===== config.mk =====
export PLATFORM = sky130hd
export DESIGN_NAME = key_seq_monitor
export DESIGN_NICKNAME = d
export VERILOG_FILES = /design/src/rtl/keymon_pkg.sv /design/src/rtl/key_match_ctr.sv /design/src/rtl/key_seq_monitor.sv
export SDC_FILE = /design/constraint.sdc
export NUM_CORES = 1
export LEC_CHECK = 0
export BUFFER_PORTS_ARGS = -buffer_cell sky130_fd_sc_hd__clkbuf_2
export CORE_UTILIZATION = 40
export CTS_CLUSTER_SIZE = 30
export DETAILED_ROUTE_END_ITERATION = 8
export HOLD_SLACK_MARGIN = 0.05
export PLACE_DENSITY = 0.6
export SYNTH_ARGS = -nofsm -noshare
export SYNTH_HDL_FRONTEND = slang
export SYNTH_SLANG_ARGS = --single-unit

===== constraint.sdc =====
create_clock -name clk_i -period 24.9 [get_ports clk_i]
set_input_delay 2.49 -clock clk_i [delete_from_list [all_inputs] [get_ports clk_i]]
set_output_delay 2.49 -clock clk_i [all_outputs]
set_load 0.02 [all_outputs]

===== src/rtl/keymon_pkg.sv =====
// Shared types and default parameters for the key sequence monitor.
// Holds the 2-bit FSM state encoding used on state_o.
package keymon_pkg;

   typedef enum logic [1:0] {
      ST_IDLE  = 2'd0,
      ST_TRACK = 2'd1,
      ST_ALERT = 2'd2
   } state_e;

   localparam int DefKeyWidth     = 128;
   localparam int DefNumPat       = 4;
   localparam int DefCntWidth     = 9;
   localparam int DefThreshold    = 257;
   localparam int DefWindowCycles = 64;

endpackage


===== src/rtl/key_match_ctr.sv =====
// One trigger slot: pattern register, key comparator and saturating match counter.
// hit_o looks at the next counter value so the parent can register the alert in the strobe cycle.
module key_match_ctr
   import keymon_pkg::*;
#(
   parameter int KeyWidth  = DefKeyWidth,
   parameter int CntWidth  = DefCntWidth,
   parameter int Threshold = DefThreshold
) (
   input  logic                clk_i,
   input  logic                rst_i,
   input  logic                pat_we_i,
   input  logic [KeyWidth-1:0] pat_i,
   input  logic                en_i,
   input  logic                strobe_i,
   input  logic [KeyWidth-1:0] key_i,
   input  logic                clr_i,
   output logic [CntWidth-1:0] cnt_o,
   output logic                hit_o
);

   localparam logic [CntWidth-1:0] ThrCnt = CntWidth'(Threshold);

   logic [KeyWidth-1:0] pat_q;
   logic [CntWidth-1:0] cnt_q;
   logic [CntWidth-1:0] cnt_d;

   // Zeroing (clear, pattern rewrite, disable) outranks a same-cycle strobe.
   always_comb begin
      cnt_d = cnt_q;
      if (clr_i || pat_we_i || !en_i) begin
         cnt_d = '0;
      end else if (strobe_i) begin
         if (pat_q == key_i) begin
            if (cnt_q < ThrCnt) cnt_d = cnt_q + 1'b1;
         end else begin
            cnt_d = '0;
         end
      end
   end

   always_ff @(posedge clk_i or posedge rst_i) begin
      if (rst_i) begin
         pat_q <= '0;
         cnt_q <= '0;
      end else begin
         if (pat_we_i) pat_q <= pat_i;
         cnt_q <= cnt_d;
      end
   end

   assign cnt_o = cnt_q;
   assign hit_o = (cnt_d == ThrCnt);

endmodule


===== src/rtl/key_seq_monitor.sv =====
// Watches sideloaded keys for repeated matches against programmable patterns and
// latches an alert once any pattern matches Threshold strobes in a row.
module key_seq_monitor
   import keymon_pkg::*;
#(
   parameter int KeyWidth     = DefKeyWidth,
   parameter int NumPat       = DefNumPat,
   parameter int CntWidth     = DefCntWidth,
   parameter int Threshold    = DefThreshold,
   parameter int WindowCycles = DefWindowCycles,
   localparam int IdxW        = (NumPat > 1) ? $clog2(NumPat) : 1
) (
   input  logic                clk_i,
   input  logic                rst_i,
   input  logic                cfg_we_i,
   input  logic [IdxW-1:0]     cfg_idx_i,
   input  logic [KeyWidth-1:0] cfg_pat_i,
   input  logic [NumPat-1:0]   cfg_en_i,
   input  logic                key_valid_i,
   input  logic [KeyWidth-1:0] key_i,
   input  logic                clear_i,
   output logic                alert_o,
   output logic [IdxW-1:0]     alert_idx_o,
   output logic [CntWidth-1:0] max_cnt_o,
   output logic [1:0]          state_o
);

   localparam int IdleW = $clog2(WindowCycles + 1);
   localparam logic [IdleW-1:0] IdleLast = IdleW'(WindowCycles - 1);

   if (Threshold < 1 || Threshold > (2 ** CntWidth) - 1) begin : g_bad_threshold
      $error("key_seq_monitor: Threshold out of range for CntWidth");
   end
   if (NumPat < 1 || NumPat > 16) begin : g_bad_numpat
      $error("key_seq_monitor: NumPat must be 1..16");
   end

   state_e              state_q, state_d;
   logic                alert_q, alert_d;
   logic [IdxW-1:0]     idx_q, idx_d, hit_idx;
   logic [IdleW-1:0]    idle_q, idle_d;
   logic [NumPat-1:0]   hit, nz;
   logic [CntWidth-1:0] cnt [NumPat];
   logic [CntWidth-1:0] max_cnt;
   logic                strobe, timeout, ctr_clr, any_hit, any_nz;

   assign strobe  = key_valid_i && (state_q != ST_ALERT) && !clear_i;
   assign timeout = (state_q == ST_TRACK) && !key_valid_i && (idle_q == IdleLast);
   assign ctr_clr = clear_i || timeout;

   for (genvar g = 0; g < NumPat; g++) begin : g_pat
      key_match_ctr #(
         .KeyWidth  (KeyWidth),
         .CntWidth  (CntWidth),
         .Threshold (Threshold)
      ) u_ctr (
         .clk_i    (clk_i),
         .rst_i    (rst_i),
         .pat_we_i (cfg_we_i && (cfg_idx_i == IdxW'(g))),
         .pat_i    (cfg_pat_i),
         .en_i     (cfg_en_i[g]),
         .strobe_i (strobe),
         .key_i    (key_i),
         .clr_i    (ctr_clr),
         .cnt_o    (cnt[g]),
         .hit_o    (hit[g])
      );
      assign nz[g] = |cnt[g];
   end

   assign any_hit = |hit;
   assign any_nz  = |nz;

   // Descending scan so the lowest hitting index is the one left standing.
   always_comb begin
      hit_idx = '0;
      for (int i = NumPat - 1; i >= 0; i--) begin
         if (hit[i]) hit_idx = IdxW'(i);
      end
   end

   always_comb begin
      max_cnt = '0;
      for (int i = 0; i < NumPat; i++) begin
         if (cnt[i] > max_cnt) max_cnt = cnt[i];
      end
   end

   always_comb begin
      idle_d = '0;
      if (!clear_i && (state_q == ST_TRACK) && !key_valid_i && !timeout) begin
         idle_d = idle_q + 1'b1;
      end
   end

   always_comb begin
      state_d = state_q;
      alert_d = alert_q;
      idx_d   = idx_q;
      if (clear_i) begin
         state_d = ST_IDLE;
         alert_d = 1'b0;
         idx_d   = '0;
      end else begin
         unique case (state_q)
            ST_IDLE: begin
               if (any_hit) begin
                  state_d = ST_ALERT;
                  alert_d = 1'b1;
                  idx_d   = hit_idx;
               end else if (any_nz) begin
                  state_d = ST_TRACK;
               end
            end
            ST_TRACK: begin
               if (any_hit) begin
                  state_d = ST_ALERT;
                  alert_d = 1'b1;
                  idx_d   = hit_idx;
               end else if (timeout || !any_nz) begin
                  state_d = ST_IDLE;
               end
            end
            ST_ALERT: state_d = ST_ALERT;
            default:  state_d = ST_IDLE;
         endcase
      end
   end

   always_ff @(posedge clk_i or posedge rst_i) begin
      if (rst_i) begin
         state_q <= ST_IDLE;
         alert_q <= 1'b0;
         idx_q   <= '0;
         idle_q  <= '0;
      end else begin
         state_q <= state_d;
         alert_q <= alert_d;
         idx_q   <= idx_d;
         idle_q  <= idle_d;
      end
   end

   assign alert_o     = alert_q;
   assign alert_idx_o = idx_q;
   assign max_cnt_o   = max_cnt;
   assign state_o     = state_q;

endmodule

-- After elaboration in Yosys (flattened, before gate mapping)
Cells that the tools add are included.
- equal/unequal tests: 17
- reduce and logical (&&, ||, !) cells: 38
- magnitude comparators: 8
- add/sub/neg operators: 5
- multiplexer cells: 37
- operators by type and width (cell ; count):
    equality test 128 bit ; 4
    2-to-1 mux 9 bit ; 20
    adder 9 x 1 -> 9 bit, second input constant ; 4
    equality test 9 bit, second input constant ; 4
    less-than comparator 9 bit, second input constant ; 4
    OR reduction 36 bit ; 1
    greater-than comparator 9 bit ; 3
    2-to-1 mux 2 bit ; 12
    logical AND 1 bit ; 11
    logical OR 1 bit ; 10
    greater-than comparator 9 x 1 -> 1 bit, second input constant ; 1
    logical NOT 1 bit ; 8
    adder 7 x 1 -> 7 bit, second input constant ; 1
    equality test 7 x 6 -> 1 bit, second input constant ; 1
    2-to-1 mux 7 bit ; 1
    equality test 2 bit, second input constant ; 3
    case mux 2 bit (3 select lines) ; 1
    equality test 2 x 1 -> 1 bit, second input constant ; 2
    logical NOT 2 bit ; 2
    inequality test 4 x 3 -> 1 bit, second input constant ; 1
    inequality test 4 bit, second input constant ; 1
    AND reduction 2 bit ; 2
    nonzero test 2 bit ; 2
    OR reduction 4 bit ; 1
    3 further kinds ; 5
- register bits: 560
- output and inout bits: 14
- word-level logic and storage cells: 117

-- Longest topological paths before layout
- depth after elaboration: 15
- gate-level depth with buffers: 30
- depth with buffers taken out: 29

-- By module
A second synthesis with hierarchy kept.
- cells, all modules: 2251
- area, all modules: 28431.0 sq um
- modules (own cells, without submodules) (module ; times used ; area each (sq um) ; cells each ; sequential area each (sq um)):
    key_match_ctr ; 4 ; 6673.9 ; 508 ; 3428.3
    key_seq_monitor ; 1 ; 1735.4 ; 219 ; 300.3

-- Worst setup path before layout
No wires, ideal clock.
- path type: flip-flop to output port
- start point: register g_pat[0].u_ctr.cnt_q[5]
- end point: output port max_cnt_o[1]
- cell stages (with the launch flop): 30
- path buffers: 1
- arrival: 6.917 ns
- slack: 15.493 ns
- cells stage by stage: dfrtp_1 or3_1 or4_1 nand3b_1 and2_1 ha_1 nor2b_1 o21a_1 o21ai_1 a211o_1 a21oi_1 mux2i_1 inv_1 ha_1 nor2b_1 o21a_1 o21a_1 o21ai_1 a2111o_1 a21oi_1 mux2_2 ha_1 o21a_1 o21a_1 o21ai_0 a21oi_1 o21ai_0 a21oi_1 clkbuf_1 mux2i_1
- cells in the longest elaborated chain, start to end: 8
- ends and longest elaborated chain (item ; line ; text):
    start: declaration ; key_match_ctr.sv:25 ; logic [CntWidth-1:0] cnt_q;
    start signal: assignment ; key_match_ctr.sv:48 ; cnt_q <= cnt_d;
    greater-than comparator 9 x 1 -> 1 bit ; key_seq_monitor.sv:85 ; if (cnt[i] > max_cnt) max_cnt = cnt[i];
    2-to-1 mux 9 bit (*) ; key_seq_monitor.sv:85 ;
    greater-than comparator 9 bit ; key_seq_monitor.sv:85 ;
    2-to-1 mux 9 bit (*) ; key_seq_monitor.sv:85 ;
    greater-than comparator 9 bit ; key_seq_monitor.sv:85 ;
    2-to-1 mux 9 bit (*) ; key_seq_monitor.sv:85 ;
    greater-than comparator 9 bit ; key_seq_monitor.sv:85 ;
    2-to-1 mux 9 bit (*) ; key_seq_monitor.sv:85 ;
    end: declaration ; key_seq_monitor.sv:24 ; output logic [CntWidth-1:0] max_cnt_o,
Every way passes the cells marked *; elsewhere a longest branch is shown, timed or not.

-- Final worst setup path
- start point: register g_pat[0].u_ctr.cnt_q[5]
- end point: output port max_cnt_o[0]
Same word-level chain as after synthesis.

==> impl_results.md <==
- Outcome: complete, no violations
- Top_reg_cell synth: dfrtp_1
- Mapped Cells: 2218
- Die Wd: 268 um
- CP Capture Type: primary output
- Critical Path AT: 8.83 ns
- Die area: 71700 um^2
- Fraction of layout cells with a size suffix above 1: 36.2%
- Total CTS buffers: 66
- Final Max Tran Viols: 0
- Router iterations before antenna repair: 7
- All-Layer GR Usage: 28.0%
- # fillers: 6398
- Final setup vio count: 0
- Max Fclk: 0.0884 GHz
- H-tree depth: 3
- WP data required: 22.41 ns
- Max_cap viols: 0
- CTS root buffer: clkbuf_16
- CP bufs+invs: 2
- Critical Path Start Type: register
- Area leader, netlist: dfrtp_1
- Vias in the first global route: 19925
- Starting DRC count in detailed routing: 1324
- Cts hold-fix bufs: 0
- Max_slew headroom: 15.7%
- Clk sinks: 560
- Cell Area, Synth: 28300 um^2
- Clock Skews: 0.0249 ns
- Period utilisation layout: 45.4%
- Pwr Density: 82.6 nW/um^2
- PortBufs: 280
- Core area: 69900 um^2
- Largest net degree at the start of global routing: 164
- Worst Path Max Fanout: 9
- Lkg Pwr: 13.9 nW
- Post-CTS Resized: 0
- Io pins: 281
- Synth Warn #: 0
- Worst-path clk slew: 0.05 ns
- Crit-path max cell delay: 0.82 ns
- VDD IR max: 0.0499 mV
- RSZ-0062 raised after global routing: false
- Final Critical Period: 11.32 ns
- Most Frequent Cell on Critical Path: o21a_1
- CP delay by family, top: compound AO/OA/AOI/OAI gates
- Top cell type's share of synthesized area: 49.6%
- DP Wirelength: 76.6 mm
- DRC: 0
- Routed WL: 99.5 mm
- Layout Area Growth over Synthesis: 16.7%
- Top post-synthesis cells by area: dfrtp_1 50%, mux2_2 21%, xnor2_1 8.7%
- Grt ovf: 0
- Fin nets: 2814
- Avg Cell Area, Syn: 12.7 um^2
- Seq/Total Area, Yosys: 49.6%
- Vert. Die Dim: 268 um
- Flops & latches, synth: 560
- Hold/Removal Path Class: reg2reg
- # Post-CTS Setup Buffers: 0
- Syn Nets: 2519
- Global-route wire length before repair: 142 mm
- FP Rows: 97
- Crit-path slowest cell: a21oi_1
- Final TNS setup: 0 ns
- Fin. Hold Viols: 0
- Ys async rst share: 100%
- Final ANT Viol Nets: 0
- Max clock buf depth: 3
- Number of synthesized flops with an enable pin: 0
- Final Power: 2.73 mW
- Wire length per cell: 28.4 um
- Via density: 5.44
- Initial antenna violation count: 12
- Initial core utilization: 40.4%
- RePlAce Congestion: 0.937
- Least-Margin Pin Slew: 1.25 ns
- Crit Path Category: reg2out
- Total vias in the final route: 19051
- Post-synthesis cell type count: 63
- CTS tree: done
- Worst-Skew Late Latency: 0.62 ns
-- power breakdown --
| part | switching (mW) | total (mW) | internal (mW) |
|---|---|---|---|
| sequential | 0.105 | 1.18 | 1.07 |
| combinational | 0.302 | 0.556 | 0.254 |
| clock | 0.393 | 0.994 | 0.601 |
-- final cells by class --
class / count / area [um^2] / area share [%]
inverter: 36 / 143 / 0.432
antenna: 6 / 15.0 / 0.0455
multi-input combinational: 1554 / 13900 / 42.0
timing repair buffer: 295 / 1560 / 4.74
clock inverter: 15 / 283 / 0.857
sequential: 560 / 14000 / 42.5
tap: 940 / 1180 / 3.56
clock buffer: 98 / 1930 / 5.86
-- cells by family after synthesis --
family	Yosys count	synth area share, %
AO/OA/AOI/OAI	81	1.98
XOR/XNOR	542	16.8
buffers and inverters	104	1.41
multiplexers	541	21.5
adder cells (fa/ha/maj)	34	1.51
AND/OR/NAND/NOR	356	7.24
flip-flops	560	49.6
-- through the flow --
stage	cell area, um^2	cells	hold WS, ns	worst slack [ns]	util [%]
3_3_place_gp	30800	3385	0.448	14.21	44.0
4_1_cts	33000	3498	0.480	13.58	47.2
2_1_floorplan	28300	2218	0.425	6.75	-
3_5_place_dp	30800	3385	0.472	14.26	44.0
6_report	33000	3504	0.472	13.58	47.2
5_1_grt	33000	3499	0.504	13.07	47.2
-- metal layers --
layer	wire (um)	global-route usage [%]	vias to the layer above	part of all wire, %
li1	-	-	8449	-
met1	40600	34.5	9931	41
met2	49700	48.0	513	50
met3	4690	4.94	146	4.7
met4	4410	12.2	12	4.4
met5	80	0	-	0.080
-- registers in the layout (all words and copies together), names as in the netlist --
| register | flops |
|---|---|
| alert_idx_o | 2 |
| state_o | 2 |
| alert_o | 1 |
| g_pat.u_ctr.pat_q | 512 |
| g_pat.u_ctr.cnt_o | 36 |
| idle_q | 7 |
-- Yosys cell counts, drive strengths merged (3+ instances only) --
cell,instances
xnor2,280
nand2b,8
xor2,262
nand2,20
nand4,96
clkbuf,63
nand3b,3
a31oi,4
o21ai,18
mux2i,19
nor2,57
nor3b,3
nand3,22
and3,9
mux2,522
inv,36
and2,3
or4,9
nor3,14
buf,5
a21oi,23
or3,4
nor2b,7
o21a,9
dfrtp,560
ha,34
nor4,94
-- worst paths after layout --
| path | startpoint | to | slack, ns | depth (start not counted) |
|---|---|---|---|---|
| worst max-delay path | g_pat[0].u_ctr.cnt_o[5] | max_cnt_o[0] | 13.58 | 29 |
| worst min-delay path | idle_q[0] | idle_q[0] | 0.47 | 1 |
| worst max register to register | g_pat[2].u_ctr.pat_q[9] | g_pat[2].u_ctr.cnt_o[6] | 21.26 | 7 |
| worst min register to register | idle_q[0] | idle_q[0] | 0.47 | 1 |
| max in group asynchronous | rst_i | g_pat[2].u_ctr.pat_q[29] | 20.39 | 4 |
| min in group asynchronous | rst_i | idle_q[0] | 1.99 | 2 |
-- layout by cell type, fill, tap and decap left out, types with 21 or more instances in the layout --
master	n
nand4_1	96
a21oi_1	23
nand3_1	21
inv_1	35
xor2_1	262
nor4_1	93
ha_1	34
xnor2_1	280
nor2_1	57
clkbuf_2	280
clkbuf_16	67
mux2_2	521
dfrtp_1	560
Note: power is estimated with default switching activity, not from simulation.
